$ cat config.mk
export PLATFORM = sky130hd
export DESIGN_NAME = fp_operand_collector
export DESIGN_NICKNAME = d
export VERILOG_FILES = /design/src/rtl/fp_collector_pkg.sv /design/src/rtl/fp_operand_bank.sv /design/src/rtl/fp_operand_collector.sv
export SDC_FILE = /design/constraint.sdc
export NUM_CORES = 1
export LEC_CHECK = 0
export BUFFER_PORTS_ARGS = -buffer_cell sky130_fd_sc_hd__buf_2
export CORE_MARGIN = 3
export CORE_UTILIZATION = 45
export DETAILED_ROUTE_END_ITERATION = 10
export PLACE_DENSITY = 0.77
export SETUP_SLACK_MARGIN = 0.02
export SLEW_MARGIN = 20
export SYNTH_ARGS = -nofsm -noshare
export SYNTH_HDL_FRONTEND = slang
export SYNTH_SLANG_ARGS = --single-unit
$ cat constraint.sdc
create_clock -name clk -period 1.65 [get_ports clk]
set_input_delay 0.165 -clock clk [delete_from_list [all_inputs] [get_ports clk]]
set_output_delay 0.165 -clock clk [all_outputs]
set_load 0.01 [all_outputs]
$ cat src/rtl/fp_collector_pkg.sv
// Shared state encoding and per-slot special-value flag indices for the FP operand collector.
package fp_collector_pkg;

    typedef enum logic [2:0] {
        COLLECT   = 3'd0,
        LOAD      = 3'd1,
        ACCEPT    = 3'd2,
        WAIT_DONE = 3'd3,
        START     = 3'd4
    } state_t;

    localparam int ZERO   = 0;
    localparam int INF    = 1;
    localparam int NAN    = 2;
    localparam int FLAG_W = 3;

endpackage

$ cat src/rtl/fp_operand_bank.sv
// NUM_OPS operand registers with a slot-select write port; per-slot {nan,inf,zero}
// classification is built only when FP_SPECIAL_DETECT_EN is defined.
module fp_operand_bank
    import fp_collector_pkg::*;
#(
    parameter int WIDTH   = 32,
    parameter int NUM_OPS = 2,
    parameter int EXP_W   = 8,
    parameter int MAN_W   = 23,
    parameter int SEL_W   = 2
) (
    input  logic                        clk,
    input  logic                        rst,
    input  logic                        we,
    input  logic [SEL_W-1:0]            sel,
    input  logic [WIDTH-1:0]            wdata,
    output logic [NUM_OPS*WIDTH-1:0]    op_bus,
    output logic [FLAG_W*NUM_OPS-1:0]   spec_flags
);

    if (NUM_OPS < 1 || EXP_W < 1 || MAN_W < 1) begin : g_bad_cfg
        $error("fp_operand_bank: NUM_OPS, EXP_W and MAN_W must all be at least 1");
    end

    logic [NUM_OPS-1:0][WIDTH-1:0] slots;

    always_ff @(posedge clk) begin
        if (rst) begin
            slots <= '0;
        end else if (we) begin
            for (int k = 0; k < NUM_OPS; k++) begin
                if (SEL_W'(k) == sel) slots[k] <= wdata;
            end
        end
    end

    assign op_bus = slots;

`ifdef FP_SPECIAL_DETECT_EN
    if (WIDTH != 1 + EXP_W + MAN_W) begin : g_bad_fields
        $error("fp_operand_bank: WIDTH must equal 1+EXP_W+MAN_W");
    end

    logic [EXP_W-1:0]                w_exp;
    logic [MAN_W-1:0]                w_man;
    logic [FLAG_W-1:0]               w_flags;
    logic [NUM_OPS-1:0][FLAG_W-1:0]  flags;

    assign w_exp = wdata[WIDTH-2 -: EXP_W];
    assign w_man = wdata[MAN_W-1:0];

    always_comb begin
        w_flags       = '0;
        w_flags[ZERO] = (w_exp == '0) && (w_man == '0);
        w_flags[INF]  = (w_exp == '1) && (w_man == '0);
        w_flags[NAN]  = (w_exp == '1) && (w_man != '0);
    end

    // Flags are captured with the data so they always describe the slot contents.
    always_ff @(posedge clk) begin
        if (rst) begin
            flags <= '0;
        end else if (we) begin
            for (int k = 0; k < NUM_OPS; k++) begin
                if (SEL_W'(k) == sel) flags[k] <= w_flags;
            end
        end
    end

    assign spec_flags = flags;
`else
    assign spec_flags = '0;
`endif

endmodule

$ cat src/rtl/fp_operand_collector.sv
// Serially collects NUM_OPS operands over a four-phase handshake, then starts the FP core
// once it reports idle. Optional special-value flags: define FP_SPECIAL_DETECT_EN.
module fp_operand_collector
    import fp_collector_pkg::*;
#(
    parameter int WIDTH   = 32,
    parameter int NUM_OPS = 2,
    parameter int EXP_W   = 8,
    parameter int MAN_W   = 23
) (
    input  logic                          clk,
    input  logic                          rst,
    input  logic                          inReady,
    input  logic [WIDTH-1:0]              inBus,
    input  logic                          doneFP,
    output logic                          inAccept,
    output logic                          startFP,
    output logic [NUM_OPS*WIDTH-1:0]      opBus,
    output logic [$clog2(NUM_OPS+1)-1:0]  opCount,
    output logic                          busy,
    output logic [FLAG_W*NUM_OPS-1:0]     specFlags,
    output state_t                        state_dbg
);

    localparam int CNT_W = $clog2(NUM_OPS + 1);
    localparam logic [CNT_W-1:0] LAST = CNT_W'(NUM_OPS);

    state_t           state;
    logic [CNT_W-1:0] idx;

    assign opCount   = idx;
    assign state_dbg = state;

    // Handshake: upstream raises inReady with inBus valid and holds both until inAccept;
    // it then drops inReady, and inAccept falls after that. One load per inReady assertion.
    always_ff @(posedge clk) begin
        if (rst) begin
            state    <= COLLECT;
            idx      <= '0;
            inAccept <= 1'b0;
            startFP  <= 1'b0;
            busy     <= 1'b0;
        end else begin
            case (state)
                COLLECT: begin
                    if (inReady) begin
                        state <= LOAD;
                        busy  <= 1'b1;
                    end
                end
                LOAD: begin
                    state    <= ACCEPT;
                    idx      <= idx + CNT_W'(1);
                    inAccept <= 1'b1;
                end
                ACCEPT: begin
                    if (!inReady) begin
                        inAccept <= 1'b0;
                        state    <= (idx == LAST) ? WAIT_DONE : COLLECT;
                    end
                end
                WAIT_DONE: begin
                    if (doneFP) begin
                        state   <= START;
                        startFP <= 1'b1;
                    end
                end
                START: begin
                    state   <= COLLECT;
                    startFP <= 1'b0;
                    idx     <= '0;
                    busy    <= 1'b0;
                end
                default: state <= COLLECT;
            endcase
        end
    end

    // The write lands on the edge leaving LOAD, so slots never change around startFP.
    fp_operand_bank #(
        .WIDTH   (WIDTH),
        .NUM_OPS (NUM_OPS),
        .EXP_W   (EXP_W),
        .MAN_W   (MAN_W),
        .SEL_W   (CNT_W)
    ) u_bank (
        .clk        (clk),
        .rst        (rst),
        .we         (state == LOAD),
        .sel        (idx),
        .wdata      (inBus),
        .op_bus     (opBus),
        .spec_flags (specFlags)
    );

endmodule

-- After elaboration in Yosys (flattened, before gate mapping)
Index checks and enable logic that the tools add are counted.
- flip-flop bits (word level): 72
- output and inout bits: 78
- word-level logic and storage cells: 41
- add/sub/neg operators: 1
- equality and inequality tests: 9
- multiplexer cells: 12
- reduce and logical (&&, ||, !) cells: 12
- operators by type and width (operator ; count):
    3-bit one-hot mux with 4 select lines ; 1
    2-bit AND reduction ; 5
    3-bit 2-to-1 mux ; 3
    2-bit nonzero test ; 4
    3-bit by 2-bit equality test with 1-bit output (second input constant) ; 2
    2-bit inequality test (second input constant) ; 3
    1-bit one-hot mux with 2 select lines ; 3
    2-bit one-hot mux with 2 select lines ; 1
    3-bit by 1-bit equality test with 1-bit output (second input constant) ; 1
    3-bit equality test (second input constant) ; 1
    3-bit logical NOT ; 1
    1-bit 2-to-1 mux ; 3
    3-bit AND reduction ; 1
    2-bit by 1-bit adder with 2-bit output (second input constant) ; 1
    1-bit by 2-bit equality test with 1-bit output (first input constant) ; 1
    2-bit equality test (second input constant) ; 1
    2-bit logical NOT ; 1
    2-bit 2-to-1 mux ; 1

-- Depth between registers and ports, before layout
- depth after elaboration: 4
- depth in mapped cells: 7
- depth with buffers taken out: 5

-- Hierarchy
Synthesis repeated with hierarchy kept, for this count alone.
- cell total of the unflattened synthesis: 300
- area total of the unflattened synthesis: 3143.0 um^2
- modules (own cells, without submodules) (module ; instances ; cells an instance ; area an instance (um^2)):
    fp_operand_bank ; 1 ; 253 ; 2727.6
    fp_operand_collector ; 1 ; 47 ; 415.4

-- Worst setup path before layout
No wires, ideal clock.
- path type: reg2reg
- from: register idx[0], in the netlist opCount[0]
- to: register u_bank.slots, in the netlist u_bank.op_bus[1]
- library setup time: 71 ps
- data arrival time: 1417 ps
- slack: 162 ps
- cell stages (with the launch flop): 8
- clock period less this slack: 1488 ps
- cells stage by stage: dfxtp_1 > inv_1 > ha_1 > nand4bb_1 > clkbuf_1 > clkbuf_1 > nand2_1 > a21oi_1
- cells in the longest elaborated chain, start to end: 2
- ends and longest elaborated chain (what ; line ; text):
    from (decl) ; fp_operand_collector.sv:29 ; logic [CNT_W-1:0] idx;
    from (signal assigned) ; fp_operand_collector.sv:53 ; idx <= idx + CNT_W'(1);
    2-bit logical NOT ; fp_operand_bank.sv:32 ; if (SEL_W'(k) == sel) slots[k] <= wdata;
    2-bit AND reduction (no line) ; - ;
    to (signal, indexed assignment) ; fp_operand_bank.sv:32 ;
    to (decl) ; fp_operand_bank.sv:25 ; logic [NUM_OPS-1:0][WIDTH-1:0] slots;
Every way passes these cells.
A chain may end at the register's enable or synchronous reset.

-- Worst setup path in the final report
- from: register idx[0], in the netlist opCount[0]
- to: register u_bank.slots, in the netlist u_bank.op_bus[30]
The elaborated chain is that of the path after synthesis.

==> results.md <==
- Synth warnings: 0
- Clock transition at the registers of the reported paths: 0.07 ns
- Final worst clock skew: 0.00689 ns
- Total half-perimeter wirelength after legalization and detailed placement: 4890 um
- CTS hold repair buffers: 0
- Switching power of the nets: 0.000887 W
- Max IR drop VDD: 0.000533 V
- Count of H-tree levels built during CTS: 3
- Critical Path End: u_bank.op_bus[30]
- Final routed wire length divided by cell count: 13.3 um
- Leak pwr: 1.53 nW
- Worst slew margin relative to its limit: 62.9%
- Sum of negative setup slack: 0 ns
- Delay contributed by the slowest stage of the critical path: 0.40 ns
- Wire length of the first global-routing pass: 11500 um
- Switching part of the total power: 25.8%
- Layout-stage area growth over the synthesis result: 28.4%
- Antenna violations before repair: 0
- P_int: 0.00255 W
- Most frequent cell after synthesis: sky130_fd_sc_hd__nand2_1
- Number of primary I/O pins: 114
- Kind of launch point of the worst setup path: flop
- TritonCTS Buffers: 9
- Type of the worst setup path: flop to flop
- Total setup violations reported at the end of the flow: 0
- Type of the worst min-delay path: primary input to flop
- Worst Tran Pin Value: 0.556 ns
- Required arrival time at the worst endpoint: 1.85 ns
- Cells along the critical path: inv_1 -> ha_1 -> and4bb_2 -> buf_4 -> nand2_1 -> a21oi_1
- Arrival time at the worst endpoint: 1.60 ns
- Global-route congestion overflow total: 0
- Clock group share of total power: 34.7%
- Overall die area: 0.00711 mm^2
- Portion of total power attributed to combinational logic: 11.8%
- Initial cell density of the core: 48.3%
- Final Max Slew Viols: 0
- Overall fraction of global-route tracks in use: 19.8%
- DR DRC count: 0
- Post-synth top cells: 132 x sky130_fd_sc_hd__nand2_1, 72 x sky130_fd_sc_hd__dfxtp_1, 55 x sky130_fd_sc_hd__a21oi_1, 14 x sky130_fd_sc_hd__a21oi_2, 12 x sky130_fd_sc_hd__clkbuf_1
- Unrepaired setup endpoints after global routing: no
- Routed Wire Length: 6860 um
- Worst Path Max Fanout: 7
- First DRT Iteration DRCs: 95
- Core region area: 0.00571 mm^2
- Postcts setup bufs: 0
- Ys async rst share: 0%
- Number of unique standard cell types used by synthesis: 29
- Post-layout worst setup margin: 0.252 ns
- CTS tree: built
- Maximum buffer depth of the clock tree: 2
- Worst R2R Start: opCount[0]
- Portion of synthesized cell area occupied by the leading cell type: 52.2%
- Rows: 27
- Cell area after technology mapping: 0.00276 mm^2
- Number of global-route vias before repair: 2554
- Cell type of the slowest stage on the worst timing path: sky130_fd_sc_hd__dfxtp_1
- PwrDens: 971 mW/mm^2
- Largest net degree at the start of global routing: 34
- Total of flip-flops plus latches after synthesis: 72
- Largest cells by area after synthesis: sky130_fd_sc_hd__dfxtp_1 52%, sky130_fd_sc_hd__nand2_1 18%, sky130_fd_sc_hd__a21oi_1 10%
- Cell at the root of the clock tree: sky130_fd_sc_hd__clkbuf_8
- Die outline width: 84.3 um
- Number of cell instances on the worst register-to-register path: 6
- Relative contribution of sequential cells to total power: 53.5%
- Predominant post-synthesis flop cell: sky130_fd_sc_hd__dfxtp_1
- Run status: finished, final reports clean
- Sequential element share of the synthesized area: 52.2%
- Clk Latency, worst-skew pair: 0.33 ns
- Number of synthesized flops with an enable pin: 0
- Via/cell ratio: 5.03
- Count of antenna diodes in the layout: 0
- Final period util: 84.7%
- Tot Pwr: 0.00344 W
- Critical path capture point type: flop
- Clock sink total: 72
- Final RePlAce weighted congestion: 0.785
- Total vias in the final route: 2602
- End of the worst register-to-register path: u_bank.op_bus[30]
- Share of layout cells above drive strength 1: 33.3%
- CTS resizes: 0
- Remaining number of nets flagged by the antenna check after routing: 0
- Total iterations of the first detailed-routing run: 4
- Minimum setup slack after placement: 0.253 ns
- Beginning of the critical path: opCount[0]
- Register-to-Register Setup Slack: 0.25 ns
- Final hold vios: 0
- MaxCap Viol Count: 0
- Die span in y: 84.3 um
- Cell count after synthesis: 338
- Average footprint of a synthesized cell: 8.17 um^2
- Count of nets after finishing: 479
- Port bufs: 107
- Maximum clock frequency: 716 MHz
- Minimum period implied by the final worst setup slack: 1.40 ns
- Top cell type by total area after synthesis: sky130_fd_sc_hd__dfxtp_1
==> cells in the final DEF, fill, tap and decap left out, types with 2 or more instances in the layout <==
cell	n
sky130_fd_sc_hd__o21ai_0	2
sky130_fd_sc_hd__buf_2	107
sky130_fd_sc_hd__conb_1	6
sky130_fd_sc_hd__nor3b_1	2
sky130_fd_sc_hd__nand4bb_1	2
sky130_fd_sc_hd__clkbuf_1	3
sky130_fd_sc_hd__ha_1	3
sky130_fd_sc_hd__clkbuf_8	10
sky130_fd_sc_hd__inv_1	3
sky130_fd_sc_hd__buf_12	4
sky130_fd_sc_hd__buf_4	8
sky130_fd_sc_hd__a211oi_1	3
sky130_fd_sc_hd__a21oi_2	14
sky130_fd_sc_hd__a21oi_1	55
sky130_fd_sc_hd__nor2_1	2
sky130_fd_sc_hd__dfxtp_1	72
sky130_fd_sc_hd__nor2b_1	2
sky130_fd_sc_hd__nand2_1	132
sky130_fd_sc_hd__clkinv_2	2
==> sequential cells by signal, summed over array words and instances (netlist names) <==
signal and cells:
state_dbg 3, opCount 2, startFP 1, inAccept 1, busy 1, u_bank.op_bus 64
==> area by class of cell <==
type                       count  area (um^2)
clock inverter                 3         17.5
inverter                       3         11.3
multi-input combinational    235         1160
timing repair buffer         119          676
clock buffer                  13          149
fill                         530         2170
tap                           72         90.1
sequential                    72         1440
==> how the worst min path moves through the flow <==
stage / start / end / cells after the start / slack, ns
after CTS: inBus[11] / u_bank.op_bus[11] / 3 / 0.06
after detailed placement: inBus[20] / u_bank.op_bus[52] / 3 / 0.42
after floorplan: inBus[0] / u_bank.op_bus[0] / 2 / 0.30
final: inBus[20] / u_bank.op_bus[52] / 3 / 0.07
after global routing: inBus[20] / u_bank.op_bus[52] / 3 / 0.05
after global placement: inBus[29] / u_bank.op_bus[29] / 3 / 0.42
==> metrics by stage <==
stage | hold WS (ns) | utilization, % | cells | instance area [um^2]
2_1_floorplan | 0.301 | - | 343 | 2780
3_3_place_gp | 0.418 | 59.1 | 501 | 3380
3_5_place_dp | 0.423 | 59.1 | 501 | 3380
4_1_cts | 0.0567 | 62.1 | 517 | 3540
5_1_grt | 0.0494 | 62.1 | 517 | 3540
6_report | 0.0721 | 62.1 | 517 | 3540
==> critical path: cells and delay by family, from the launching register on <==
kind / cells / cell delay [ns]
fa+ha+maj: 1 / 0.21
compound gates: 1 / 0.06
buf+inv: 2 / 0.25
simple gates: 2 / 0.34
flops: 1 / 0.40
==> cells by family after synthesis <==
logic type | Yosys count | share of synthesized area, %
simple gates | 146 | 21.9
compound gates | 79 | 17.0
flops | 72 | 52.2
buf+inv | 36 | 7.03
fa+ha+maj | 3 | 1.36
mux | 1 | 0.363
other cells | 1 | 0.136
==> routing by layer <==
layer / part of all wire [%] / wire, um / global-route usage (%) / up-vias
li1: - / - / - / 1291
met1: 44 / 2990 / 23.7 / 1197
met5: 0 / 0 / 0 / -
met2: 46 / 3170 / 33.3 / 102
met4: 1.4 / 99 / 8.19 / 0
met3: 8.7 / 597 / 5.79 / 12
==> power by group through the flow <==
stage	Combinational (W)	Clock [W]	Sequential, W
finish	0.000405	0.00119	0.00184
global route	0.000452	0.00133	0.00185
CTS	0.000409	0.00123	0.00184
detailed placement	0.000408	0	0.00188
global placement	0.000398	0	0.00188
floorplan	0.000202	0	0.00191
(Power assumes the default switching activity.)
